==> config.mk <==
export PLATFORM = sky130hd
export DESIGN_NAME = instr_sequencer
export DESIGN_NICKNAME = d
export VERILOG_FILES = /design/src/rtl/instr_sequencer.sv
export SDC_FILE = /design/constraint.sdc
export NUM_CORES = 1
export LEC_CHECK = 0
export ABC_AREA = 1
export CAP_MARGIN = 20
export CELL_PAD_IN_SITES_DETAIL_PLACEMENT = 1
export CELL_PAD_IN_SITES_GLOBAL_PLACEMENT = 1
export CORE_MARGIN = 8
export CORE_UTILIZATION = 40
export DETAILED_ROUTE_END_ITERATION = 7
export PLACE_DENSITY_LB_ADDON = 0.25
export SLEW_MARGIN = 10
export SYNTH_ARGS = -nofsm -noshare
export SYNTH_HDL_FRONTEND = slang
export SYNTH_SLANG_ARGS = --single-unit
export TNS_END_PERCENT = 1
==> constraint.sdc <==
create_clock -name clk -period 5.14 [get_ports clk]
set_clock_uncertainty 0.15 [all_clocks]
set_input_delay 0.771 -clock clk [delete_from_list [all_inputs] [get_ports clk]]
set_output_delay 0.771 -clock clk [all_outputs]
set_load 0.02 [all_outputs]
==> src/rtl/instr_sequencer.sv <==
// Instruction sequencer: feeds a small program memory of 16-bit instructions
// to the lab CPU one at a time, handshaking on the CPU's w signal. It
// captures the CPU result and flags after each instruction. A watchdog
// traps a hung CPU in a sticky error state.
module instr_sequencer #(
    parameter int AW      = 4,
    parameter int TIMEOUT = 64
) (
    input  logic          clk,
    input  logic          reset,
    input  logic          prog_we,
    input  logic [AW-1:0] prog_addr,
    input  logic [15:0]   prog_data,
    input  logic          start,
    input  logic [AW:0]   count,
    input  logic          cpu_w,
    input  logic [15:0]   cpu_out,
    input  logic          cpu_n,
    input  logic          cpu_v,
    input  logic          cpu_z,
    output logic [15:0]   cpu_in,
    output logic          cpu_load,
    output logic          cpu_s,
    output logic          busy,
    output logic          done,
    output logic          error,
    output logic [AW-1:0] pc,
    output logic [15:0]   res_out,
    output logic [2:0]    res_flags
);
    localparam int         DEPTH    = 1 << AW;
    localparam logic [7:0] WD_LIMIT = 8'(TIMEOUT - 1);

    typedef enum logic [2:0] {
        S_IDLE,
        S_FETCH,
        S_KICK,
        S_WAIT_LO,
        S_WAIT_HI,
        S_NEXT,
        S_DONE,
        S_ERR
    } state_t;

    state_t        r_state;
    logic [15:0]   r_mem [DEPTH];
    logic [AW:0]   r_count;
    logic [7:0]    r_wdog;
    logic [15:0]   r_cpu_in;
    logic          r_cpu_load;
    logic          r_cpu_s;
    logic          r_busy;
    logic          r_done;
    logic          r_error;
    logic [AW-1:0] r_pc;
    logic [15:0]   r_res_out;
    logic [2:0]    r_res_flags;

    logic [AW:0]   w_last_idx;
    logic          w_is_last;
    logic          w_wd_expired;

    // pc is compared against count-1 in AW+1 bits so that count = 2**AW ends
    // at the top address without pc ever wrapping.
    assign w_last_idx   = r_count - (AW+1)'(1);
    assign w_is_last    = ({1'b0, r_pc} == w_last_idx);
    assign w_wd_expired = (r_wdog == WD_LIMIT);

    // Program memory: loadable only while idle, never reset
    always_ff @(posedge clk) begin
        if (prog_we && (r_state == S_IDLE)) begin
            r_mem[prog_addr] <= prog_data;
        end
    end

    // Sequencer FSM with all outputs held in registers
    always_ff @(posedge clk) begin
        if (reset) begin
            r_state     <= S_IDLE;
            r_count     <= '0;
            r_wdog      <= '0;
            r_cpu_in    <= '0;
            r_cpu_load  <= 1'b0;
            r_cpu_s     <= 1'b0;
            r_busy      <= 1'b0;
            r_done      <= 1'b0;
            r_error     <= 1'b0;
            r_pc        <= '0;
            r_res_out   <= '0;
            r_res_flags <= '0;
        end else begin
            r_done <= 1'b0;
            case (r_state)
                S_IDLE: begin
                    if (start) begin
                        if (count == '0) begin
                            r_state <= S_DONE;
                            r_busy  <= 1'b1;
                        end else if (cpu_w) begin
                            r_count <= count;
                            r_pc    <= '0;
                            r_state <= S_FETCH;
                            r_busy  <= 1'b1;
                        end
                    end
                end
                S_FETCH: begin
                    // Memory is read here, one cycle after start is accepted.
                    // A write to address 0 on the start edge is therefore the
                    // word that gets executed.
                    r_cpu_in   <= r_mem[r_pc];
                    r_cpu_load <= 1'b1;
                    r_state    <= S_KICK;
                end
                S_KICK: begin
                    r_cpu_s <= 1'b1;
                    r_wdog  <= '0;
                    r_state <= S_WAIT_LO;
                end
                S_WAIT_LO: begin
                    r_cpu_s    <= 1'b0;
                    r_cpu_load <= 1'b0;
                    if (!cpu_w) begin
                        r_wdog  <= '0;
                        r_state <= S_WAIT_HI;
                    end else if (w_wd_expired) begin
                        r_error <= 1'b1;
                        r_state <= S_ERR;
                    end else begin
                        r_wdog <= r_wdog + 8'd1;
                    end
                end
                S_WAIT_HI: begin
                    if (cpu_w) begin
                        r_res_out   <= cpu_out;
                        r_res_flags <= {cpu_v, cpu_n, cpu_z};
                        r_state     <= S_NEXT;
                    end else if (w_wd_expired) begin
                        r_error <= 1'b1;
                        r_state <= S_ERR;
                    end else begin
                        r_wdog <= r_wdog + 8'd1;
                    end
                end
                S_NEXT: begin
                    if (w_is_last) begin
                        r_state <= S_DONE;
                    end else begin
                        r_pc    <= r_pc + AW'(1);
                        r_state <= S_FETCH;
                    end
                end
                S_DONE: begin
                    r_done  <= 1'b1;
                    r_busy  <= 1'b0;
                    r_state <= S_IDLE;
                end
                S_ERR: begin
                    // Trap state: only reset leaves it
                    r_error    <= 1'b1;
                    r_busy     <= 1'b1;
                    r_cpu_s    <= 1'b0;
                    r_cpu_load <= 1'b0;
                end
                default: begin
                    r_state <= S_IDLE;
                end
            endcase
        end
    end

    assign cpu_in    = r_cpu_in;
    assign cpu_load  = r_cpu_load;
    assign cpu_s     = r_cpu_s;
    assign busy      = r_busy;
    assign done      = r_done;
    assign error     = r_error;
    assign pc        = r_pc;
    assign res_out   = r_res_out;
    assign res_flags = r_res_flags;

endmodule

==> results.json, run 1 <==
{
  "syn-instance-count": 1159,
  "min_path_cells": 2,
  "grt_max_degree": 71,
  "crit_top_cell": "inv_1",
  "layout.nets": 1285,
  "diodes": 0,
  "path_cells": "clkdlybuf4s50_1 > inv_1 > nor2_2 > inv_1 > nand2_2 > inv_2 > a21oi_2 > o21ai_0 > a21oi_1",
  "worst_pin_slew_ps": 1020,
  "num_io_pins": 93,
  "first_pass_iters": 4,
  "period_share_pct": 61.9,
  "synth.ff_latch_count": 316,
  "power_density_nw_per_um2": 466,
  "drc": 0,
  "ys_types": 30,
  "fin_tns_setup_ps": 0,
  "layout_min_cycle_time_ps": 3180,
  "numCtsBuffers": 36,
  "crit_cells": 9,
  "critPathKind": "in -> reg",
  "seqCellArea_um2": 8900,
  "initial_core_util_pct": 40.7,
  "hold_buffers": 0,
  "gp_congestion": 0.807,
  "drv_slew": 0,
  "post_cts_buffers": 0,
  "num_vias": 8871,
  "grt_pass1_vias": 9285,
  "root_buffer": "clkbuf_16",
  "ir_drop_v": 0.000280,
  "setup_violations": 0,
  "fmax_mhz": 314,
  "ctsLongestPathBuffers": 3,
  "crit_arrival_ps": 3470,
  "critPathLaunchType": "primary input",
  "hold_viol_final": 0,
  "reg2regPathDepth": 8,
  "rows": 65,
  "vias_per_cell": 5.34,
  "post_cts_resize_count": 0,
  "antenna_left": 0,
  "status": "complete, no violations",
  "rsz0062_at_grt": "false",
  "grt_pass1_wl_um": 54900,
  "wl_per_cell_um": 21.5,
  "fin_cells": 1661,
  "antenna_found_initial": 1,
  "drt_iter0_drc": 630,
  "die_height_um": 195,
  "syn_area_per_cell_um2": 11.1,
  "synthesis.area_um2": 12900,
  "critPathBufInv": 4,
  "cts.sinks": 316,
  "coreArea_um2": 31600,
  "die_x_um": 195,
  "power.leakage_nw": 5.19,
  "area_growth_pct": 18.3,
  "relSlewSlack_pct": 31.5,
  "dp_hpwl_um": 22600,
  "nFillCells": 3371,
  "die_area_um2": 38200,
  "place_inst": 1597,
  "grt_overflow": 0,
  "cp_slowest_stage_delay_ps": 590,
  "required_ps": 5420,
  "drive_above_1_share_pct": 8.66,
  "ys_seq_area_share_pct": 69.0,
  "htree_levels": 2,
  "syn_nets": 1211,
  "crit_path_top_delay_cell": "nor2_2",
  "drt-total-wl_um": 35800,
  "multiInputGateArea_um2": 3500,
  "yosysWarnings": 0,
  "crit_family": "buffers and inverters",
  "hold_path_class": "reg -> reg",
  "crit_fanout": 21,
  "io_buffer_count": 92,
  "path_clk_slew_ps": 60,
  "grt_usage_pct": 18.5,
  "drv_cap": 0,
  "clock_latency_ps": 530,
  "cts_tree": "built",
  "endpoint_kind": "flip-flop"
}
[logic make-up after synthesis]
| group | count (synthesis) | share of synthesized area, % |
|---|---|---|
| compound gates | 265 | 11.9 |
| buf+inv | 121 | 4.20 |
| simple gates | 450 | 14.4 |
| xor+xnor | 4 | 0.272 |
| fa+ha+maj | 3 | 0.291 |
| flops | 316 | 69.0 |
[through the flow]
step                setup WS (ps)  power (mW)  utilization [%]  cell area [um2]  hold WS (ps)
floorplan                    2760        4.06                -            12900           287
global placement             1600        4.63             44.6            14100           299
detailed placement           1400        4.67             44.6            14100           310
CTS                          1940        7.17             48.2            15200           319
global route                 1680        7.42             48.2            15200           344
finish                       1960        7.10             48.2            15200           311
[flip-flops by register name, indices dropped and copies added (netlist names)]
register,cells
res_flags,3
res_out,16
r_wdog,8
r_mem,256
cpu_s,1
pc,4
r_count,5
done,1
cpu_in,16
r_state,3
busy,1
cpu_load,1
error,1
[layer usage]
| layer | vias up | wire length [um] | track usage (%) |
|---|---|---|---|
| li1 | 4226 | - | - |
| met1 | 4380 | 15500 | 23.3 |
| met3 | 53 | 1770 | 3.20 |
| met2 | 212 | 17500 | 31.8 |
| met5 | - | 0 | 0 |
| met4 | 0 | 1030 | 6.37 |
[synthesized netlist by cell type]
cell | instances | area, um2
nor2_1 | 258 | 968
o21ai_0 | 120 | 601
a21oi_1 | 22 | 110
inv_2 | 3 | 11.3
clkbuf_2 | 1 | 5.00
a21oi_2 | 1 | 8.76
a31oi_1 | 1 | 6.26
o21a_1 | 16 | 120
inv_1 | 51 | 191
nand4_1 | 2 | 12.5
nand3b_1 | 1 | 7.51
buf_6 | 7 | 78.8
nor3_1 | 2 | 10.0
edfxtp_1 | 256 | 7690
o211ai_1 | 64 | 480
inv_4 | 1 | 6.26
nand2_1 | 93 | 349
clkinv_1 | 1 | 3.75
nand2_2 | 3 | 18.8
buf_4 | 2 | 15.0
clkbuf_1 | 30 | 113
buf_1 | 7 | 26.3
nand3_1 | 69 | 345
dfxtp_1 | 60 | 1200
buf_2 | 18 | 90.1
ha_1 | 3 | 37.5
xor2_1 | 4 | 35.0
o21bai_1 | 1 | 7.51
nor2_2 | 22 | 138
o21ai_1 | 40 | 200
[report_power, final]
part	internal [mW]	leakage, nW	total, mW	switching, mW
clock network	1.46	0.555	2.49	1.04
logic	0.516	1.84	1.54	1.02
registers	2.93	2.80	3.07	0.134
[cell type report]
| cell class | count | share of cell area [%] |
|---|---|---|
| Multi-Input combinational cell | 722 | 22.9 |
| Clock inverter | 23 | 1.41 |
| Sequential cell | 316 | 58.4 |
| Inverter | 56 | 1.40 |
| Clock buffer | 41 | 6.10 |
| Timing Repair Buffer | 101 | 6.48 |
| Tap cell | 402 | 3.30 |
[worst min-delay path: cells and delay by family (launching register included)]
family | cells | cell delay (ps)
flip-flops | 1 | 310
AND/OR/NAND/NOR | 1 | 60
AO/OA/AOI/OAI | 1 | 50
[layout by cell type (no fill, tap or decap), types with 4 or more instances in the layout]
cell             count
o211ai_1            64
inv_1               51
clkdlybuf4s50_1     92
edfxtp_1           256
clkinv_2             4
buf_4                9
dfxtp_1             58
nor2_2              39
o21a_1              16
nand2_1             93
nand3_1             69
clkbuf_16           36
xor2_1               4
clkbuf_1             4
o21ai_0            120
o21ai_1             40
clkinv_1            10
a21oi_1             22
nor2_1             241
[final timing paths]
kind | slack (ps) | to | from
hold / removal | 310 | r_count[1] | r_count[1]
hold reg to reg | 310 | r_count[1] | r_count[1]
setup / recovery | 1960 | r_wdog[2] | cpu_w
setup reg to reg | 2240 | r_wdog[2] | r_state[2]
Power figures use the tool's default switching activity.
==> run 2: changes to the inputs <==
==> constraint.sdc (replaced) <==
create_clock -name clk -period 2.85 [get_ports clk]
set_clock_uncertainty 0.15 [all_clocks]
set_input_delay 0.4275 -clock clk [delete_from_list [all_inputs] [get_ports clk]]
set_output_delay 0.4275 -clock clk [all_outputs]
set_load 0.02 [all_outputs]
==> results.json, run 2 (same netlist as run 1, synthesis figures left out) <==
{
  "io_buffer_count": 92,
  "die_area_um2": 38200,
  "seq_power_share_pct": 42.7,
  "ir_drop_v": 0.000583,
  "post_cts_buffers": 0,
  "switching_share_pct": 30.3,
  "num_vias": 9081,
  "worstSetupStartpoint": "pc[1]",
  "worst_pin_slew_ps": 788,
  "crit_arrival_ps": 2020,
  "largest_reg_flops": 256,
  "dp_hpwl_um": 22600,
  "mostFrequentLayoutCells": "edfxtp_1, nor2_1, o21ai_0",
  "rsz0062_at_grt": "false",
  "ctsLongestPathBuffers": 3,
  "antenna_left": 0,
  "setup_violations": 0,
  "relSlewSlack_pct": 47.3,
  "grt_usage_pct": 17.9,
  "numCtsBuffers": 35,
  "first_pass_iters": 5,
  "antenna_found_initial": 0,
  "min_from": "cpu_load",
  "grt_max_degree": 57,
  "status": "complete, no violations",
  "coreArea_um2": 31600,
  "layout.nets": 1318,
  "power.leakage_nw": 5.40,
  "grt_pass1_vias": 9468,
  "power_density_nw_per_um2": 826,
  "fmax_mhz": 386,
  "clock_latency_ps": 520,
  "path_clk_slew_ps": 60,
  "endpoint_kind": "output port",
  "layout_commonest_cell": "edfxtp_1",
  "drt_iter0_drc": 452,
  "vias_per_cell": 5.36,
  "p_comb_share_pct": 22.3,
  "htree_levels": 2,
  "drv_cap": 0,
  "crit_family": "flip-flops",
  "clkPwrFrac_pct": 35.0,
  "cts.sinks": 316,
  "cts_tree": "built",
  "num_io_pins": 93,
  "drive_above_1_share_pct": 10.9,
  "power_mw": 12.9,
  "die_x_um": 195,
  "grt_pass1_wl_um": 54000,
  "initial_core_util_pct": 40.7,
  "layout_min_cycle_time_ps": 2590,
  "period_share_pct": 91.0,
  "drv_slew": 0,
  "critPathBufInv": 1,
  "power.switching_mw": 3.92,
  "rr_startpoint": "pc[0]",
  "cp_slowest_stage_delay_ps": 750,
  "critPathLaunchType": "flip-flop",
  "rows": 65,
  "root_buffer": "clkbuf_16",
  "drc": 0,
  "post_cts_resize_count": 0,
  "area_growth_pct": 21.4,
  "drt-total-wl_um": 34400,
  "required_ps": 2270,
  "fin_tns_setup_ps": 0,
  "wl_per_cell_um": 20.3,
  "die_height_um": 195,
  "critPathKind": "reg -> out",
  "hold_viol_final": 0,
  "crit_fanout": 55,
  "path_cells": "clkdlybuf4s50_1",
  "gp_congestion": 0.816,
  "hold_path_class": "reg -> reg",
  "top_register": "r_mem",
  "grt_overflow": 0,
  "hold_buffers": 0,
  "internal-power_mw": 9.00,
  "crit_path_top_delay_cell": "dfxtp_4"
}
## run 2: cell types whose count changed in the layout (fill, tap and decap cells not counted)
cell / delta
buf_4: +23
buf_12: +11
clkbuf_1: +3
clkinv_1: -2
bufinv_16: +1
clkbuf_8: -1
clkinv_4: -1
clkinv_8: -1
clkinvlp_2: -1
clkinvlp_4: +1
diode_2: +1
## run 2: per-layer routing
| metal | share of wire, % | track usage, % | vias to the layer above |
|---|---|---|---|
| met3 | 5.7 | 2.92 | 47 |
| met1 | 45 | 24.0 | 4495 |
| li1 | - | - | 4284 |
| met4 | 2.1 | 4.94 | 0 |
| met2 | 47 | 29.6 | 255 |
| met5 | 0 | 0 | - |
## run 2: path summary, 6_finish.rpt
| check | cells after the start | endpoint | slack [ps] |
|---|---|---|---|
| max | 1 | pc[1] | 260 |
| min | 2 | cpu_load | 320 |
| max reg2reg | 8 | cpu_in[13] | 570 |
| min reg2reg | 2 | cpu_load | 320 |
## run 2: final cells by class
| class | count | area, um2 |
|---|---|---|
| Clock inverter | 20 | 215 |
| Clock buffer | 43 | 927 |
| Sequential cell | 316 | 8900 |
| Inverter | 56 | 213 |
| Antenna cell | 1 | 2.50 |
| Tap cell | 402 | 503 |
| Multi-Input combinational cell | 722 | 3500 |
| Timing Repair Buffer | 135 | 1380 |
| Fill cell | 3336 | 16000 |
## run 2: power by group through the flow
stage / clock [mW] / sequential, mW / combinational (mW)
finish: 4.51 / 5.51 / 2.89
global route: 4.76 / 5.55 / 3.20
CTS: 4.61 / 5.51 / 2.92
detailed placement: 0 / 5.61 / 2.89
global placement: 0 / 5.59 / 2.82
floorplan: 0 / 5.68 / 1.65
## run 2: stage by stage
step | utilization [%] | instance area (um2) | setup slack [ps] | cells | hold slack (ps)
floorplan | - | 12900 | 680 | 1159 | 287
global placement | 45.8 | 14500 | 531 | 1631 | 305
detailed placement | 45.8 | 14500 | 526 | 1631 | 314
CTS | 49.4 | 15600 | 231 | 1694 | 325
global route | 49.4 | 15600 | 172 | 1694 | 350
finish | 49.4 | 15600 | 257 | 1695 | 320
==> run 3: changes to the inputs <==
--- a/config.mk
+++ b/config.mk
@@ -12,6 +12,7 @@
 export CORE_MARGIN = 8
 export CORE_UTILIZATION = 40
 export DETAILED_ROUTE_END_ITERATION = 7
+export DONT_BUFFER_PORTS = 1
 export PLACE_DENSITY_LB_ADDON = 0.25
 export SLEW_MARGIN = 10
 export SYNTH_ARGS = -nofsm -noshare
==> results.json, run 3 (same netlist as run 1, synthesis figures left out) <==
{
  "ir_drop_v": 0.000581,
  "nFillCells": 3361,
  "post_cts_resize_count": 0,
  "largest_reg_flops": 256,
  "layout_commonest_cell": "edfxtp_1",
  "die_x_um": 195,
  "post_cts_buffers": 0,
  "cts.sinks": 316,
  "htree_levels": 2,
  "power_density_nw_per_um2": 844,
  "numCtsBuffers": 36,
  "cp_slowest_stage_delay_ps": 410,
  "place_inst": 1529,
  "area_growth_pct": 16.1,
  "grt_overflow": 0,
  "rows": 65,
  "hold_path_class": "in -> reg",
  "initial_core_util_pct": 40.7,
  "crit_family": "simple AND/OR/NAND/NOR gates",
  "drt-total-wl_um": 38900,
  "vias_per_cell": 5.49,
  "grt_pass1_wl_um": 58000,
  "path_clk_slew_ps": 60,
  "status": "complete, no violations",
  "wl_per_cell_um": 23.7,
  "seqCellArea_um2": 8900,
  "num_vias": 8994,
  "dp_hpwl_um": 24400,
  "grt_pass1_vias": 9450,
  "layout.nets": 1258,
  "power_mw": 12.6,
  "relSlewSlack_pct": 28.0,
  "crit_top_cell": "nor2_2",
  "multiInputGateArea_um2": 3500,
  "io_buffer_count": 0,
  "drive_above_1_share_pct": 10.5,
  "layout_min_cycle_time_ps": 2360,
  "mostFrequentLayoutCells": "edfxtp_1, nor2_1, o21ai_0",
  "die_height_um": 195,
  "min_from": "cpu_w",
  "wl_met2_um": 18800,
  "met3_length_um": 3210,
  "fin_util_pct": 47.3,
  "crit_cells": 6,
  "topRoutingLayerUsed": "met4",
  "die_area_um2": 38200,
  "crit_fanout": 16,
  "fin_tns_setup_ps": 0,
  "worstSetupEndpoint": "r_mem[9][9]",
  "r2r-end": "r_mem[9][9]",
  "power.leakage_nw": 5.17,
  "rsz0062_at_grt": "false",
  "critPathKind": "reg -> reg",
  "first_pass_iters": 5,
  "grt_max_degree": 105,
  "clock_latency_ps": 540,
  "ff2ff_setup_slack_ps": 490,
  "required_ps": 2900,
  "drt_iter0_drc": 590,
  "fin_cells": 1638,
  "path_cells": "nor2_2 > nand2_1 > nor2_1 > nand3_1 > nor2_2 > buf_4",
  "wl_met1_um": 15200,
  "crit_arrival_ps": 2410,
  "rr_startpoint": "r_state[0]",
  "fmax_mhz": 424,
  "drc": 0,
  "setup_violations": 0,
  "reg2regPathDepth": 6,
  "crit_path_top_delay_cell": "nand3_1",
  "ctsLongestPathBuffers": 3,
  "critPathLaunchType": "flip-flop",
  "period_share_pct": 82.8,
  "num_io_pins": 93,
  "hold_viol_final": 0,
  "root_buffer": "clkbuf_16",
  "grt_usage_pct": 20.2,
  "worst_pin_slew_ps": 1080,
  "endpoint_kind": "flip-flop",
  "drv_cap": 0,
  "antenna_left": 0,
  "cts_tree": "built",
  "coreArea_um2": 31600,
  "antenna_found_initial": 2,
  "gp_congestion": 0.816,
  "worstSetupStartpoint": "r_state[0]",
  "drv_slew": 0,
  "top_register": "r_mem",
  "critPathBufInv": 1
}
## run 3: changes by cell type in the layout (fill, tap and decap cells not counted), sizes merged, moves of 7 or more
cell	change
buf	-10
clkbuf	+7
clkdlybuf4s50	-92
dlygate4sd3	+41
## run 3: area by class of cell
type                    instances  area share [%]
multi-input cells             722            23.4
diodes                          2          0.0334
clock inverters                16           0.878
flip-flops and latches        316            59.5
clock buffers                  50            6.66
repair buffers                 74            4.82
well taps                     402            3.36
inverters                      56            1.42
## run 3: worst min-delay path by stage
stage                       endpoint  depth (start not counted)
after floorplan            r_wdog[2]                          2
after global placement    r_count[1]                          2
after detailed placement  r_count[1]                          2
after CTS                      error                          3
after global routing      r_state[2]                          4
final                          error                          3
## run 3: worst min-delay path, cell delays in order
cell	delay, ps
o21ai_0	60
a21oi_1	140
nor2_1	50
## run 3: where the power goes
| group | leakage [nW] | total, mW | internal, mW | switching, mW |
|---|---|---|---|---|
| clock | 0.550 | 4.43 | 2.63 | 1.80 |
| combinational | 1.82 | 2.52 | 0.766 | 1.75 |
| sequential | 2.80 | 5.67 | 5.29 | 0.389 |
## run 3: timing repair
action                                  4_1_cts  5_1_grt
endpoints found under the setup margin        0        0
hold endpoints to repair                    297        0
hold buffers                                 41        0
## run 3: per-layer routing
metal	up-vias	GRT usage [%]
met4	0	9.32
li1	4181	-
met3	74	5.16
met2	295	34.3
met5	-	0
met1	4444	23.8
## run 3: metrics by stage
stage               setup slack, ps  hold WS, ps  cell area, um2
global route                    374         90.4           15000
CTS                             499         43.5           15000
detailed placement              506          307           13400
finish                          490         65.0           15000
global placement                636          300           13400
floorplan                       680          287           12900
